**src/rtl/fixed_q10_pkg.sv**
```systemverilog
// Shared Q10.10 fixed-point definitions for the third-order IIR section and
// its FIR inverse: word format, default coefficients and the folded schedule.
package fixed_q10_pkg;

  localparam int Q_WIDTH = 20;
  localparam int Q_FRAC  = 10;

  localparam logic [Q_WIDTH-1:0] Q_ONE = 20'h00400;

  // Default section coefficients: 2.0, 4.0 and 8.0 in Q10.10.
  localparam logic [Q_WIDTH-1:0] A1_DEFAULT = 20'h00800;
  localparam logic [Q_WIDTH-1:0] A2_DEFAULT = 20'h01000;
  localparam logic [Q_WIDTH-1:0] A3_DEFAULT = 20'h02000;

  // Three-step schedule of the folded datapath.
  typedef enum logic [1:0] {
    IDLE = 2'd0,
    MAC2 = 2'd1,
    MAC3 = 2'd2
  } fir_state_e;

endpackage

```
**src/rtl/mul_q10.sv**
```systemverilog
// Combinational Q10.10 signed multiply: full 40-bit product, arithmetic shift
// right by the fraction width (floor), low word kept with two's-complement wrap.
module mul_q10
  import fixed_q10_pkg::*;
(
  input  logic [Q_WIDTH-1:0] a,
  input  logic [Q_WIDTH-1:0] b,
  output logic [Q_WIDTH-1:0] p
);

  logic signed [2*Q_WIDTH-1:0] full;
  logic                        unused_bits;

  // Bits [29:10] of the full product equal (product >>> 10) truncated to 20 bits.
  always_comb begin
    full = $signed(a) * $signed(b);
    p    = full[Q_FRAC +: Q_WIDTH];
  end

  // Guard and discarded fraction bits are intentionally dropped (wrap + floor).
  assign unused_bits = ^{full[2*Q_WIDTH-1:Q_FRAC+Q_WIDTH], full[Q_FRAC-1:0]};

endmodule

```
**src/rtl/fir_inverse_threefold.sv**
```systemverilog
// Three-fold folded FIR inverse of the third-order all-pole section:
//   x[n] = y[n] - A1*y[n-1] - A2*y[n-2] - A3*y[n-3]
// One multiplier and one subtractor are shared over IDLE/MAC2/MAC3, so one
// sample is accepted every three clocks.
//
// Handshake: a sample transfers on a rising edge where in_valid and in_ready
// are both 1. in_ready is high only in IDLE with rst_n high; in_valid is
// ignored otherwise and nothing is buffered, so the source holds y_in and
// in_valid until the transfer. out_valid is a one-cycle pulse two edges after
// the accepting edge; x_out holds its value between pulses.
module fir_inverse_threefold
  import fixed_q10_pkg::*;
#(
  parameter logic [19:0] A1 = A1_DEFAULT,
  parameter logic [19:0] A2 = A2_DEFAULT,
  parameter logic [19:0] A3 = A3_DEFAULT
) (
  input  logic        clk,
  input  logic        rst_n,
  input  logic [19:0] y_in,
  input  logic        in_valid,
  output logic        in_ready,
  output logic [19:0] x_out,
  output logic        out_valid
);

  fir_state_e  state;
  fir_state_e  state_next;

  logic [19:0] h1;
  logic [19:0] h2;
  logic [19:0] h3;
  logic [19:0] ycur;
  logic [19:0] acc;

  logic [19:0] coef;
  logic [19:0] hist;
  logic [19:0] minuend;
  logic [19:0] prod;
  logic [19:0] diff;
  logic        accept;

  // State register; reset abandons any sample in flight.
  always_ff @(posedge clk) begin
    if (!rst_n) begin
      state <= IDLE;
    end else begin
      state <= state_next;
    end
  end

  // Next-state: wait for a transfer in IDLE, then walk the two MAC steps.
  always_comb begin
    state_next = state;
    case (state)
      IDLE:    if (accept) state_next = MAC2;
      MAC2:    state_next = MAC3;
      MAC3:    state_next = IDLE;
      default: state_next = IDLE;
    endcase
  end

  // Outputs and datapath steering: coefficient/history/minuend chosen by state.
  always_comb begin
    in_ready = rst_n && (state == IDLE);
    accept   = in_valid && in_ready;
    coef     = A1;
    hist     = h1;
    minuend  = y_in;
    case (state)
      MAC2: begin
        coef    = A2;
        hist    = h2;
        minuend = acc;
      end
      MAC3: begin
        coef    = A3;
        hist    = h3;
        minuend = acc;
      end
      default: begin
        coef    = A1;
        hist    = h1;
        minuend = y_in;
      end
    endcase
  end

  mul_q10 u_mul (
    .a (coef),
    .b (hist),
    .p (prod)
  );

  // Single shared subtractor, 20-bit wrap.
  assign diff = minuend - prod;

  // Datapath registers: accumulate, publish the result, shift the history.
  always_ff @(posedge clk) begin
    if (!rst_n) begin
      h1        <= '0;
      h2        <= '0;
      h3        <= '0;
      ycur      <= '0;
      acc       <= '0;
      x_out     <= '0;
      out_valid <= 1'b0;
    end else begin
      out_valid <= 1'b0;
      case (state)
        IDLE: begin
          if (accept) begin
            acc  <= diff;
            ycur <= y_in;
          end
        end
        MAC2: begin
          acc <= diff;
        end
        MAC3: begin
          x_out     <= diff;
          out_valid <= 1'b1;
          h3        <= h2;
          h2        <= h1;
          h1        <= ycur;
        end
        default: begin
          acc <= acc;
        end
      endcase
    end
  end

endmodule

```
**config.mk**
```make
export PLATFORM = sky130hd
export DESIGN_NAME = fir_inverse_threefold
export DESIGN_NICKNAME = d
export VERILOG_FILES = /design/src/rtl/fixed_q10_pkg.sv /design/src/rtl/mul_q10.sv /design/src/rtl/fir_inverse_threefold.sv
export SDC_FILE = /design/constraint.sdc
export NUM_CORES = 1
export LEC_CHECK = 0
export CORE_MARGIN = 2
export CORE_UTILIZATION = 35
export CTS_CLUSTER_SIZE = 16
export DETAILED_ROUTE_END_ITERATION = 6
export PLACE_DENSITY = 0.54
export SLEW_MARGIN = 20
export SYNTH_ARGS = -nofsm -noshare
export SYNTH_HDL_FRONTEND = slang
export SYNTH_SLANG_ARGS = --single-unit
```
**constraint.sdc**
```tcl
create_clock -name clk -period 20.6 [get_ports clk]
set_input_delay 6.18 -clock clk [delete_from_list [all_inputs] [get_ports clk]]
set_output_delay 6.18 -clock clk [all_outputs]
set_load 0.1 [all_outputs]
```
# Yosys cells after proc, flatten, opt, wreduce, memory -nomap -nowiden
# Cells that the tools add are included.
word_totals:
  register_bits: 123
  in_bits: 23
  output_inout_bits: 22
  word_cells: 28
classes:
  n_addsub: 1
  n_mul: 1
  eq_ne: 3
  n_mux: 8
  reduce_logical: 7
ops:
  columns: ["op", "n"]
  rows:
  - ["$pmux W20 S2", 2]
  - ["$mux W20", 2]
  - ["$mul A15 B20 Y30", 1]
  - ["$pmux W14 S2", 1]
  - ["$sub A20 B20 Y20", 1]
  - ["$pmux W2 S2", 1]
  - ["$reduce_and A2 Y1", 2]
  - ["$eq A2 B1 Y1 const B", 1]
  - ["$eq A2 B2 Y1 const B", 1]
  - ["$logic_and A1 B1 Y1", 2]
  - ["$logic_not A2 Y1", 1]
  - ["$mux W2", 1]
  - ["$ne A2 B2 Y1 const B", 1]
  - ["$reduce_bool A2 Y1", 1]
  - ["$reduce_or A2 Y1", 1]
  - ["$mux W1", 1]

# Depth between registers and ports, before layout
# Gate-level depths: netlist of run 1.
depth:
  word_depth: 6
  depth_mapped: 32
  ltp_nobuf: 28

# Modules after synthesis
# From an unflattened synthesis of run 1, not the netlist that was laid out.
unflattened:
  cells_unflattened: 2014
  area_unflattened_um2: 17900.9
modules_own_cells:
  columns: ["mod", "n_inst", "cells_each", "area_each_um2", "seq_area_each_um2"]
  rows:
  - ["mul_q10", 1, 1299, 11745.0, 0.0]
  - ["fir_inverse_threefold", 1, 715, 6155.9, 2462.4]

# Worst setup path before layout of run 1
# Ideal clock, no wire load.
synth_timing:
  path_kind: "input to output"
  start: "in rst_n"
  end: "out in_ready"
  arrival_ns: 7.724
  t_required_ns: 14.420
  setup_slack_ns: 6.696
  path_stages: 4
  n_path_buf: 3
  path_cell_list: "clkbuf_1 > clkbuf_1 > clkbuf_1 > and2_1"
synth_between:
  elab_chain_len: 1
synth_lines:
  columns: ["element", "line", "source"]
  rows:
  - ["start, declared", "fir_inverse_threefold.sv:19", "input logic rst_n,"]
  - ["$logic_and A1 B1 Y1", "fir_inverse_threefold.sv:65", "in_ready = rst_n && (state == IDLE);"]
  - ["end, declared", "fir_inverse_threefold.sv:22", "output logic in_ready,"]
# No other way between the ends.

# Worst setup path after layout of run 1
# Ends and elaborated chain as after synthesis.

==> flow_summary.yaml, run 1 <==
global_route:
  grt_max_degree: 90
  gr-usage-all-layers_pct: 15.1
  overflow: 0
  grt_pass1_vias: 6397
  grt_pass1_wl_mm: 31.8
  grt_antenna_before_repair: 0
critical_path:
  start_kind: "input port"
  cp-end-kind: "output port"
  crit_type: "in -> out"
  slowest_delay_ns: 1.13
  crit_required_ns: 14.42
  critPathTopFamily: "buffers and inverters"
  crit_fanout: 59
  critical_path_arrival_ns: 7.95
  crit_buf_inv: 2
  cpMaxStageDelayCell: "clkdlybuf4s50_1"
  crit_chain: "buf_4 -> and2_1 -> clkdlybuf4s50_1"
synthesis:
  synth_area_um2: 8550
  synthArstFlopShare_pct: 0
  ys_ff_latch: 117
  synth_edf_count: 0
  syn_inst: 1009
  synth_top_area_cell: "dfxtp_1"
  avgSynthCellArea_um2: 8.47
  synth-seq-area-share_pct: 27.4
  synth_top_area_share_pct: 27.4
  synth.distinct_cells: 53
  synth_flop_cell: "dfxtp_1"
  yosysWarnings: 0
  synth_fp_nets: 1156
  synth_area_leaders: "dfxtp_1 27%, ha_1 16%, mux2i_1 7.6%"
clocking:
  cts-htree-levels: 4
  tritoncts: "built"
  holdBufCountCts: 0
  cts_buffers: 17
  cts_root_buffer: "clkbuf_16"
  insertion_delay_ns: 0.43
  cts_resized: 0
  cts.sinks: 117
  post_cts_buffers: 0
  clockBufferDepth: 2
  path_clk_slew_ns: 0.06
place:
  dp.cells: 1327
  place.gp.congestion: 0.772
  dp_hpwl_mm: 12.7
  io_buffers: 44
job:
  cap_violations: 0
final_layout:
  layout_commonest_cell: "dfxtp_1"
  area_growth_pct: 15.6
  utilization_pct: 40.9
  drive_above_1_share_pct: 6.28
  insertedDiodeCount: 0
  stdcell_count: 1359
  nNetsFinal: 1169
  final_cell_mix: "117 x dfxtp_1, 109 x nand2_1, 106 x ha_1"
power_and_ir_drop:
  max-vdd-ir-drop_mv: 0.0607
  power_mw: 0.993
  power.density_nw_per_um2: 101
  p_leak_nw: 4.05
floorplan:
  core-area_um2: 24200
  die_x_um: 160
  die-height_um: 160
  io_pins: 45
  rows: 57
  die-area_um2: 25700
  start_util_pct: 35.3
timing:
  finalSetupTns_ns: 0
  finalCriticalPeriod_ns: 14.13
  worst_slew_pin_slew_ns: 0.988
  fmax_mhz: 70.8
  max_slew_margin_pct: 33.9
  setup_viol: 0
  rsz0062_at_grt: "false"
  fin_skew_ns: 0.00874
  post-route-period-util_pct: 68.6
  slew_viol_final: 0
  hold_violations: 0
detailed_routing:
  viasPerCell: 4.99
  first_pass_iters: 7
  drtAntennaViolNets: 0
  drc: 0
  wl_per_cell_um: 13.7
  routed_wl_mm: 18.7
  vias: 6777
  drtIter0Drc: 289
status:
  status: "complete, no violations"
min_path:
  hold_path.class: "reg -> reg"
-- cell families (layout without fill, tap and decap cells) --
logic type	count (synthesis)	in the layout	share of synthesized area, %
AND/OR/NAND/NOR	291	291	17.6
AO/OA/AOI/OAI	201	201	14.9
buffers and inverters	161	187	7.12
adder cells (fa/ha/maj)	124	124	19.6
flip-flops	117	117	27.4
multiplexers	84	84	10.1
XOR/XNOR	31	31	3.34
-- worst register-to-register path, delay by kind of cell (launching register included) --
kind                       cells  cell delay [ns]
AOI/OAI and AO/OA             11             2.10
adders and majority gates      8             2.76
and+or+nand+nor                3             1.16
buffers and inverters          5             1.56
xor gates and xnor gates       1             0.17
DFF                            1             0.34
-- flip-flops by register name (all words and copies together) (netlist names) --
name,flops
h2,18
out_valid,1
acc,20
h1,19
h3,18
ycur,19
state,2
x_out,20
-- Yosys cell counts, types with 7 or more instances --
master      n
a21boi_0   10
xnor2_1    15
dfxtp_1   117
mux2i_1    65
inv_1     104
fa_1       16
and2_1      7
nand2_1   109
a21oi_1    24
xor2_1     15
o21ai_0    69
buf_1      11
a21o_1     11
nor2_1     18
ha_1      108
nor2b_1    74
clkbuf_1   43
o21a_1      9
nand2b_1   18
mux2_2     19
nand3_1    26
a31oi_1    42
-- worst paths after layout --
path	startpoint	endpoint	slack, ns	cells past startpoint
worst max register to register	state[0]	x_out[19]	12.43	28
worst min register to register	acc[15]	acc[15]	0.45	2
worst min-delay path	acc[15]	acc[15]	0.45	2
worst max-delay path	rst_n	in_ready	6.47	3
-- layer usage --
layer | vias to the layer above | GRT usage [%] | share of wire [%]
met3 | 13 | 2.86 | 3.3
li1 | 3511 | - | -
met1 | 3152 | 21.1 | 52
met5 | - | 0 | 0
met4 | 0 | 4.42 | 0.91
met2 | 101 | 23.6 | 44
-- area by class of cell --
class	count	area [um^2]
inverters	104	390
clock inverters	15	205
fillers	2444	14300
clock buffers	17	425
flip-flops and latches	117	2340
multi-input cells	731	5620
well taps	324	405
repair buffers	51	490
-- per-stage QoR --
stage	cell area, um^2	hold slack (ns)	setup slack, ns
global route	9880	0.467	6.39
floorplan	8550	0.431	6.70
finish	9880	0.453	6.47
CTS	9880	0.455	6.44
global placement	9250	0.442	6.44
detailed placement	9250	0.446	6.44
-- power by group --
group          internal (mW)  leakage (nW)  switching, mW
logic                  0.153          2.81          0.255
registers              0.249         0.950         0.0129
clock network          0.203         0.288          0.120
total                  0.605          4.05          0.389
Note: power is estimated with default switching activity, not from simulation.
==> run 2, diff against run 1 <==
Clock period 20.6 ns to 14.1 ns, I/O delays scaled along.
==> flow_summary.yaml, run 2 (synthesized netlist as in run 1, its figures left out) <==
clocking:
  cts-htree-levels: 4
  cts_buffers: 17
  cts_root_buffer: "clkbuf_16"
  cts_resized: 0
  holdBufCountCts: 0
  path_clk_slew_ns: 0.07
  post_cts_buffers: 0
  cts.sinks: 117
  tritoncts: "built"
  clockBufferDepth: 2
  insertion_delay_ns: 0.43
place:
  pre_cts_ws_ns: 3.95
  place.gp.congestion: 0.767
  io_buffers: 44
  dp_hpwl_mm: 12.6
  place_area_um2: 9250
detailed_routing:
  drtAntennaViolNets: 0
  routed_wl_mm: 18.1
  drtIter0Drc: 311
  viasPerCell: 4.88
  vias: 6636
  drc: 0
  wl_per_cell_um: 13.3
  first_pass_iters: 4
floorplan:
  core-area_um2: 24200
  io_pins: 45
  die-area_um2: 25700
  start_util_pct: 35.3
  die-height_um: 160
  die_x_um: 160
  rows: 57
critical_path:
  rr_startpoint: "state[0]"
  critical_path_arrival_ns: 5.91
  crit_required_ns: 9.87
  crit_type: "in -> out"
  start_kind: "input port"
  crit_fanout: 47
  cp-end-kind: "output port"
  rrSetupSlack_ns: 6.15
  reg2reg_to: "acc[19]"
  worst-r2r-cell-count: 29
job:
  cap_violations: 0
timing:
  finalSetupTns_ns: 0
  max_slew_margin_pct: 33.2
  fmax_mhz: 98.6
  holdWs_ns: 0.455
  fin_skew_ns: 0.0152
  finalCriticalPeriod_ns: 10.14
  rsz0062_at_grt: "false"
  fin_ws_ns: 3.96
  hold_violations: 0
  worst_slew_pin_slew_ns: 0.999
  setup_viol: 0
  post-route-period-util_pct: 71.9
  slew_viol_final: 0
global_route:
  grt_pass1_wl_mm: 31.7
  grt_antenna_before_repair: 0
  gr-usage-all-layers_pct: 15.0
  overflow: 0
  grt_pass1_vias: 6328
  grt_max_degree: 102
final_layout:
  multiInputGateArea_um2: 5620
  final-seq-area_um2: 2340
  insertedDiodeCount: 0
  largest_registers: "acc (20), x_out (20)"
  area_growth_pct: 14.9
  nNetsFinal: 1169
  final_cell_mix: "117 x dfxtp_1, 109 x nand2_1, 106 x ha_1"
  drive_above_1_share_pct: 6.28
  layout_commonest_cell: "dfxtp_1"
  final_cell_area_um2: 9820
  fillCellCount: 2436
power_and_ir_drop:
  p_sw_share_pct: 40.4
  seq_power_share_pct: 27.3
  max-vdd-ir-drop_mv: 0.0879
  power.density_nw_per_um2: 142
  p_leak_nw: 4.03
  p_sw_mw: 0.564
  clock_power_share_pct: 30.4
  pwr-share-comb_pct: 42.2
  p_int_mw: 0.833
status:
  status: "complete, no violations"
min_path:
  worstHoldPathCells: 2
  hold_path.class: "reg -> reg"
  holdPathEnd: "acc[17]"
  min_from: "acc[17]"
[run 2: cell types whose count changed in the layout (fill, tap and decap cells not counted), sizes merged]
| cell | change |
|---|---|
| inv | +4 |
| bufinv | -3 |
| clkinvlp | -2 |
| clkinv | +1 |
[run 2: worst max path at each step]
stage                     start  endpoint  cells past startpoint  slack, ns
after global placement    rst_n  in_ready                      3       3.93
after floorplan           rst_n  in_ready                      4       4.10
after global routing      rst_n  in_ready                      3       3.88
after detailed placement  rst_n  in_ready                      3       3.95
after CTS                 rst_n  in_ready                      3       3.94
final                     rst_n  in_ready                      3       3.96
[run 2: final cells by class]
type / instances / share of cell area, %
timing repair buffer: 51 / 4.99
multi-input combinational: 731 / 57.2
tap: 324 / 4.13
clock inverter: 15 / 1.49
clock buffer: 17 / 4.33
inverter: 104 / 3.98
sequential: 117 / 23.9
[run 2: worst max-delay path, stage by stage]
cell and delay (ns):
buf_4 0.35, and2_1 0.19, clkdlybuf4s50_1 1.13
[run 2: metal layers]
layer  GRT usage (%)  vias up  wire [um]
li1                -     3500          -
met1            21.5     3044       9640
met2            22.6       68       7770
met3            2.88       24        444
met4            4.46        0        286
met5               0        -          0
[run 2: per-stage QoR]
step / util (%) / power, mW / std cells
after floorplan: - / 0.851 / 1009
after global placement: 38.3 / 0.979 / 1327
after detailed placement: 38.3 / 0.980 / 1327
after CTS: 40.6 / 1.41 / 1359
after global routing: 40.6 / 1.50 / 1359
final: 40.6 / 1.40 / 1359
[run 2: power groups by stage]
stage | sequential (mW) | combinational, mW | clock, mW
detailed placement | 0.390 | 0.590 | 0
finish | 0.382 | 0.590 | 0.425
CTS | 0.382 | 0.595 | 0.437
floorplan | 0.440 | 0.411 | 0
global route | 0.387 | 0.661 | 0.451
global placement | 0.389 | 0.590 | 0
==> run 3, diff against run 2 <==
Settings changed: PLACE_DENSITY 0.54 to 0.56.
Clock period 14.1 ns to 9.26 ns, I/O delays scaled along.
==> flow_summary.yaml, run 3 (synthesized netlist as in run 1, its figures left out) <==
status:
  status: "complete, no violations"
critical_path:
  rr_startpoint: "state[0]"
  crit_fanout: 50
  rrSetupSlack_ns: 2.10
  crit_type: "in -> out"
  endpoint: "in_ready"
  cp-end-kind: "output port"
  crit_path_start: "rst_n"
  crit_required_ns: 6.48
  worst-r2r-cell-count: 27
  reg2reg_to: "acc[19]"
  start_kind: "input port"
  critical_path_arrival_ns: 4.47
detailed_routing:
  drtAntennaViolNets: 0
  vias: 6684
  routed_wl_mm: 18.2
  drtIter0Drc: 267
  drc: 0
  wl_per_cell_um: 13.4
  first_pass_iters: 5
  viasPerCell: 4.92
job:
  cap_violations: 0
timing:
  finalSetupTns_ns: 0
  max_slew_margin_pct: 29.9
  hold_violations: 0
  fmax_mhz: 138
  rsz0062_at_grt: "false"
  worst_slew_pin_slew_ns: 1.05
  fin_ws_ns: 2.01
  setup_viol: 0
  fin_skew_ns: 0.0112
  post-route-period-util_pct: 78.3
  finalCriticalPeriod_ns: 7.25
  slew_viol_final: 0
floorplan:
  start_util_pct: 35.3
  core-area_um2: 24200
  io_pins: 45
  die_x_um: 160
  die-height_um: 160
  rows: 57
  die-area_um2: 25700
clocking:
  cts.sinks: 117
  cts-htree-levels: 4
  path_clk_slew_ns: 0.06
  clockBufferDepth: 2
  post_cts_buffers: 0
  cts_root_buffer: "clkbuf_16"
  cts_resized: 0
  tritoncts: "built"
  holdBufCountCts: 0
  insertion_delay_ns: 0.43
  cts_buffers: 17
power_and_ir_drop:
  max-vdd-ir-drop_mv: 0.146
  power.density_nw_per_um2: 216
  p_leak_nw: 4.01
final_layout:
  largest_registers: "acc (20), x_out (20)"
  layout_commonest_cell: "dfxtp_1"
  final_cell_mix: "117 x dfxtp_1, 109 x nand2_1, 106 x ha_1"
  insertedDiodeCount: 0
  area_growth_pct: 14.6
  drive_above_1_share_pct: 6.19
  nNetsFinal: 1168
global_route:
  gr-usage-all-layers_pct: 14.8
  overflow: 0
  grt_antenna_before_repair: 0
  grt_pass1_wl_mm: 31.3
  grt_max_degree: 99
  grt_pass1_vias: 6222
min_path:
  hold_path.class: "reg -> reg"
place:
  dp_hpwl_mm: 12.7
  place.gp.congestion: 0.800
  io_buffers: 44
  pre_cts_ws_ns: 1.99
run 3: cell count changes in the layout (fill, tap and decap cells not counted), sizes merged:
cell | before | now
clkinvlp | 4 | 5
buf | 8 | 7
bufinv | 1 | 0
run 3: power by group:
group / internal [mW] / total (mW) / switching (mW)
registers: 0.554 / 0.583 / 0.0289
logic: 0.341 / 0.906 / 0.564
clock network: 0.348 / 0.622 / 0.274
total: 1.24 / 2.11 / 0.867
run 3: area by class of cell:
type | count | area (um^2)
repair buffers | 50 | 483
inverters | 104 | 390
clock buffers | 17 | 425
multi-input cells | 731 | 5620
fillers | 2449 | 14400
flip-flops and latches | 117 | 2340
well taps | 324 | 405
clock inverters | 15 | 124
run 3: worst min path at each step:
stage | startpoint | cells after the start | slack [ns] | end
detailed placement | acc[17] | 2 | 0.45 | acc[17]
global route | ycur[10] | 2 | 0.48 | ycur[10]
floorplan | acc[15] | 2 | 0.43 | acc[15]
CTS | acc[17] | 2 | 0.46 | acc[17]
finish | acc[15] | 2 | 0.46 | acc[15]
global placement | acc[17] | 2 | 0.44 | acc[17]
run 3: layer usage:
layer	vias to the layer above	wire, um	track usage, %
li1	3501	-	-
met1	3088	9640	21.4
met2	78	7910	22.0
met3	17	426	2.96
met4	0	240	4.46
met5	-	0	0
run 3: worst max-delay path, cell delays in order:
cell             delay (ns)
buf_4                  0.37
and2_1                 0.19
clkdlybuf4s50_1        1.13
run 3: stage by stage:
step | power (mW) | std cells | area (um^2) | utilization (%) | hold WS [ns]
2_1_floorplan | 1.30 | 1009 | 8550 | - | 0.431
3_3_place_gp | 1.49 | 1326 | 9240 | 38.2 | 0.443
3_5_place_dp | 1.50 | 1326 | 9240 | 38.2 | 0.447
4_1_cts | 2.13 | 1358 | 9790 | 40.5 | 0.457
5_1_grt | 2.26 | 1358 | 9790 | 40.5 | 0.475
6_report | 2.11 | 1358 | 9790 | 40.5 | 0.456
